`config.mk`:
```
export PLATFORM = sky130hd
export DESIGN_NAME = multdiv_sequencer
export DESIGN_NICKNAME = d
export VERILOG_FILES = /design/src/rtl/multdiv_pkg.sv /design/src/rtl/multdiv_sequencer_step_counter.sv /design/src/rtl/multdiv_sequencer.sv
export SDC_FILE = /design/constraint.sdc
export NUM_CORES = 1
export LEC_CHECK = 0
export CAP_MARGIN = 10
export CORE_MARGIN = 8
export CORE_UTILIZATION = 39
export CTS_CLUSTER_SIZE = 16
export DETAILED_ROUTE_END_ITERATION = 8
export PLACE_DENSITY_LB_ADDON = 0.1
export SYNTH_ARGS = -nofsm -noshare
export SYNTH_HDL_FRONTEND = slang
export SYNTH_SLANG_ARGS = --single-unit
```
`constraint.sdc`:
```
create_clock -name clock -period 1.7 [get_ports clock]
set_clock_uncertainty 0.2 [all_clocks]
set_input_delay 0.255 -clock clock [delete_from_list [all_inputs] [get_ports clock]]
set_output_delay 0.255 -clock clock [all_outputs]
set_load 0.03 [all_outputs]
```
`src/rtl/multdiv_pkg.sv`:
```
// multdiv_pkg
// Shared definitions for the multiply/divide sequencer: the FSM state
// encoding and the default iteration counts for each operation.
package multdiv_pkg;

    typedef enum logic [1:0] {
        ST_IDLE = 2'd0,
        ST_LOAD = 2'd1,
        ST_RUN  = 2'd2,
        ST_DONE = 2'd3
    } state_e;

    // Radix-4 Booth multiply retires two bits per step; restoring divide one.
    localparam int MULT_STEPS_DEF = 16;
    localparam int DIV_STEPS_DEF  = 32;

endpackage

```
`src/rtl/multdiv_sequencer_step_counter.sv`:
```
// step_counter
// Iteration index for the sequencer. Synchronous clear, count enable, and a
// terminal-count flag that compares against a runtime limit. The counter
// saturates at the limit, so it never wraps past the last iteration.
//
// Ports
//   clock  : rising-edge clock
//   reset  : asynchronous active-low reset, forces count to 0
//   clr    : synchronous clear to 0 (wins over en)
//   en     : advance count by one unless already at limit
//   limit  : index of the last iteration
//   count  : current iteration index
//   tc     : count == limit
module step_counter #(
    parameter int CNT_W = 6
) (
    input  logic             clock,
    input  logic             reset,
    input  logic             clr,
    input  logic             en,
    input  logic [CNT_W-1:0] limit,
    output logic [CNT_W-1:0] count,
    output logic             tc
);

    logic [CNT_W-1:0] count_q;
    logic [CNT_W-1:0] count_d;

    assign tc    = (count_q == limit);
    assign count = count_q;

    always_comb begin
        count_d = count_q;
        if (clr) begin
            count_d = '0;
        end else if (en && !tc) begin
            count_d = count_q + CNT_W'(1);
        end
    end

    always_ff @(posedge clock or negedge reset) begin
        if (!reset) begin
            count_q <= '0;
        end else begin
            count_q <= count_d;
        end
    end

endmodule

```
`src/rtl/multdiv_sequencer.sv`:
```
// multdiv_sequencer
// Control sequencer for an iterative multiply/divide datapath. Accepts a
// request, strobes the operand load, iterates N steps, then pulses done.
// Every output decodes from registered state, so nothing combinational runs
// from an input to an output.
//
//   state   | meaning
//   --------+----------------------------------------------------------
//   IDLE    | waiting; accepts start_mult / start_div
//   LOAD    | one cycle, operand load strobe, count = 0
//   RUN     | step every cycle, count 0..N-1; abort_exc ends early
//   DONE    | one cycle done pulse; may accept the next request directly
//
// Ports
//   clock, reset       : rising-edge clock, asynchronous active-low reset
//   start_mult         : multiply request (wins over start_div)
//   start_div          : divide request
//   abort_exc          : datapath exception, honoured in RUN only
//   load, step         : operand load strobe, datapath iterate enable
//   count              : current iteration index
//   op_div             : 1 while the latched operation is a divide
//   busy, done, exc    : in LOAD/RUN, completion pulse, last op aborted
module multdiv_sequencer
    import multdiv_pkg::*;
#(
    parameter int MULT_STEPS = MULT_STEPS_DEF,
    parameter int DIV_STEPS  = DIV_STEPS_DEF,
    parameter int CNT_W      = 6
) (
    input  logic             clock,
    input  logic             reset,
    input  logic             start_mult,
    input  logic             start_div,
    input  logic             abort_exc,
    output logic             load,
    output logic             step,
    output logic [CNT_W-1:0] count,
    output logic             op_div,
    output logic             busy,
    output logic             done,
    output logic             exc
);

    localparam logic [CNT_W-1:0] MULT_LAST = CNT_W'(MULT_STEPS - 1);
    localparam logic [CNT_W-1:0] DIV_LAST  = CNT_W'(DIV_STEPS - 1);

    state_e state_q, state_d;
    logic   op_div_q, op_div_d;
    logic   exc_q, exc_d;
    logic   cnt_clr, cnt_en, cnt_tc;
    logic   accept;

    // Requests are only looked at when no operation is in flight.
    assign accept = ((state_q == ST_IDLE) || (state_q == ST_DONE)) &&
                    (start_mult || start_div);

    step_counter #(
        .CNT_W (CNT_W)
    ) u_step_counter (
        .clock (clock),
        .reset (reset),
        .clr   (cnt_clr),
        .en    (cnt_en),
        .limit (op_div_q ? DIV_LAST : MULT_LAST),
        .count (count),
        .tc    (cnt_tc)
    );

    always_comb begin
        state_d  = state_q;
        op_div_d = op_div_q;
        exc_d    = exc_q;
        cnt_clr  = 1'b0;
        cnt_en   = 1'b0;
        case (state_q)
            ST_IDLE, ST_DONE: begin
                state_d = ST_IDLE;
                if (accept) begin
                    state_d  = ST_LOAD;
                    op_div_d = !start_mult;
                    exc_d    = 1'b0;
                    cnt_clr  = 1'b1;
                end
            end
            ST_LOAD: begin
                state_d = ST_RUN;
            end
            ST_RUN: begin
                // On abort the count freezes at the aborted iteration.
                cnt_en = !abort_exc;
                if (abort_exc) begin
                    state_d = ST_DONE;
                    exc_d   = 1'b1;
                end else if (cnt_tc) begin
                    state_d = ST_DONE;
                end
            end
            default: begin
                state_d = ST_IDLE;
            end
        endcase
    end

    always_ff @(posedge clock or negedge reset) begin
        if (!reset) begin
            state_q  <= ST_IDLE;
            op_div_q <= 1'b0;
            exc_q    <= 1'b0;
        end else begin
            state_q  <= state_d;
            op_div_q <= op_div_d;
            exc_q    <= exc_d;
        end
    end

    assign load   = (state_q == ST_LOAD);
    assign step   = (state_q == ST_RUN);
    assign busy   = (state_q == ST_LOAD) || (state_q == ST_RUN);
    assign done   = (state_q == ST_DONE);
    assign op_div = op_div_q;
    assign exc    = exc_q;

endmodule

```
==> results.md <==
* Int Pwr at 0.829 mW
* Area of the die at 0.00291 mm^2
* Met3 Track Usage GR at 2.75%
* Fmax at 603 MHz
* Critical path data required time at 1240 ps
* Die Span Y at 53.9 um
* Setup WS post-layout at 41.5 ps
* Antenna Nets Post-Route at 0
* R2R Setup Slk at 70 ps
* Max Cap Viol at 0
* Core box area at 0.00132 mm^2
* Worst Max-Slew Pin Slew at 456 ps
* WL/cell at 13.7 um
* DIE WIDTH at 53.9 um
* Crit-path leading delay family: flip-flops
* Clock-pin slew on the worst setup and hold paths at 70 ps
* Layout Nets at 100
* Fin. max-slew vios at 0
* Critical Path Start: state_q[1]$_DFFE_PN0P_
* Hold Buf Count CTS at 0
* Hold Vio Cnt, Final at 0
* First drt pass iteration count at 4
* RSZ-0062 raised after global routing: true
* Ports at 17
* Via density per instance at 5.15
* Endpoints failing setup at 0
* Sw Share at 45.4%
* RePlAce Congestion at 0.764
* Fillers at 110
* Initial Utilization at 42.5%
* Utilization after layout at 64.2%
* Initial antenna violation count at 0
* Tmin final at 1660 ps
* Post-synthesis cell area at 561 um^2
* Crit Path Class: flop to primary output
* Power per cell area at 1790 mW/mm^2
* Yosys warnings at 0
* Worst path bufs/invs at 2
* M2 GR Usage at 17.2%
* Crit. path cell count at 3
* Register area share after synthesis at 44.6%
* EDFF count, synth at 0
* Status: finished clean
* Finished Layout Cells at 105
* Clock sink count at 10
* Total power of the final layout at 1.52 mW
* Cells after synthesis at 61
* Mapped Nets at 70
* Crit-path max FO at 4
* Starting DRT DRC Count at 4
* Drt drc at 0
* Total GRT Usage at 11.2%
* Tightest Hold Check Type: input port to asynchronous set/reset pin
* H-tree lvl count at 1
* Reg2Reg Capture Point: u_step_counter.count[3]$_DFFE_PN0P_
* Met1 Track Usage GR at 13.6%
* Combinational Power Share at 60.9%
* Setup Fix Bufs, Post-CTS at 0
* Post-Syn Area per Cell at 9.19 um^2
* CP max stage cell: dfrtp_2
* Leakage at 0.409 nW
* Worst-skew pair later-pin latency at 270 ps
* Flop pwr share at 24.7%
* Synth Flop Type: dfrtp_1
* RR Startpoint: state_q[0]$_DFFE_PN0P_
* Vias in the first global route at 536
* CP Cell Sequence: ha_4 -> inv_4 -> buf_4
* Hpwl dp at 1.16 mm
* Grt ovf at 0
* Detailed Route WL at 1.44 mm
* Root Driver: clkbuf_4
* Layout area overhead at 50.9%
* Crit path capture type: primary output
* Max IR drop VDD at 1.37 mV
* Async set-reset flop share out of synthesis at 100%
* CTS tree: yes
* Post-placement worst setup slack at -113 ps
* Slowest stage delay, CP at 450 ps
* Final Cycle Share at 97.6%
* Reg2reg path depth at 6
* Switching power at 0.689 mW
* Gr busiest metal: met2
* Via count at 541
* First-pass GRT wire length at 2.37 mm
* Placed cells at 101
* Slew HR at 69.5%
* Unique cell type count in the Yosys netlist at 23
* Proportion of layout cells with a drive suffix above 1 at 31.1%
* Largest net degree at the start of global routing at 11
* Seq cells post-synth at 10
* IO buf count at 16
* CP arrival at 1200 ps
* CTS max path bufs at 2
* TritonCTS Buffers at 3
* Crit start category: flop
* Clk network pwr share at 14.4%
* Diodes inserted at 0
* Rows at 13
-- layout by cell type (no fill, tap or decap), types with 2 or more instances in the layout --
master / n
nand2_1: 5
buf_4: 13
nor2_1: 8
nor3b_1: 2
dfrtp_2: 3
clkdlybuf4s50_1: 4
dfrtp_1: 7
ha_1: 2
dlygate4sd2_1: 8
xor2_1: 2
a21oi_1: 5
o21ai_0: 4
nor3_1: 2
nand3_1: 2
clkbuf_4: 3
nand3b_1: 3
-- synth_stat cells (2+ instances only) --
library cell / instances / share of area, %
dfrtp_1: 10 / 45
nor2_1: 8 / 5.4
a21oi_1: 5 / 4.5
nand2_1: 5 / 3.3
ha_1: 4 / 8.9
o21ai_0: 4 / 3.6
inv_1: 3 / 2.0
nand3b_1: 3 / 4.0
nand3_1: 2 / 1.8
nor3_1: 2 / 1.8
nor3b_1: 2 / 2.7
xor2_1: 2 / 3.1
-- power by group through the flow --
stage	registers [mW]	logic (mW)	clock network (mW)
6_report	0.375	0.924	0.218
5_1_grt	0.379	1.00	0.238
3_5_place_dp	0.376	0.954	0
3_3_place_gp	0.374	0.943	0
4_1_cts	0.370	0.934	0.225
2_1_floorplan	0.436	0.523	0
-- flip-flops by register name (all words and copies together) (netlist names) --
name,flops
exc,1
op_div,1
state_q,2
u_step_counter.count,6
-- layer usage --
metal / part of all wire [%] / wire length, um
met2: 46 / 667
met4: 2.5 / 36
met1: 47 / 673
met3: 4.4 / 63
met5: 0 / 0
-- worst max-delay path by stage --
| stage | to | slack, ps |
|---|---|---|
| detailed placement | u_step_counter.count[3]$_DFFE_PN0P_ | -110 |
| global placement | u_step_counter.count[3]$_DFFE_PN0P_ | -80 |
| floorplan | u_step_counter.count[3]$_DFFE_PN0P_ | -3 |
| finish | busy | 40 |
| global route | u_step_counter.count[3]$_DFFE_PN0P_ | -3 |
| CTS | busy | 20 |
-- what timing repair did --
| item | in CTS | in global routing |
|---|---|---|
| pin swaps | 0 | 1 |
| gates resized for setup | 8 | 2 |
| setup endpoints to repair | 8 | 2 |
| gates cloned | 0 | 0 |
-- layout make-up --
class                   instances  area [um^2]  share of cell area (%)
multi-input cells              48          315                    37.3
flip-flops and latches         10          254                    30.0
repair buffers                 25          208                    24.6
clock buffers                   4         36.3                    4.29
well taps                      15         18.8                    2.22
inverters                       3         13.8                    1.63
-- metrics by stage --
stage / hold WS [ps] / setup TNS (ps) / area (um^2)
finish: 97.8 / 0 / 846
detailed placement: 334 / -219 / 817
floorplan: -241 / -3.27 / 581
global placement: 321 / -106 / 817
global route: 153 / -3.00 / 846
CTS: 120 / 0 / 843
-- cell families after synthesis --
kind of cell               synth area share (%)
AOI/OAI and AO/OA                          14.7
xor gates and xnor gates                   3.13
adders and majority gates                  8.93
buffers and inverters                      2.01
DFF                                        44.6
and+or+nand+nor                            26.6
Note: power is estimated with default switching activity, not from simulation.
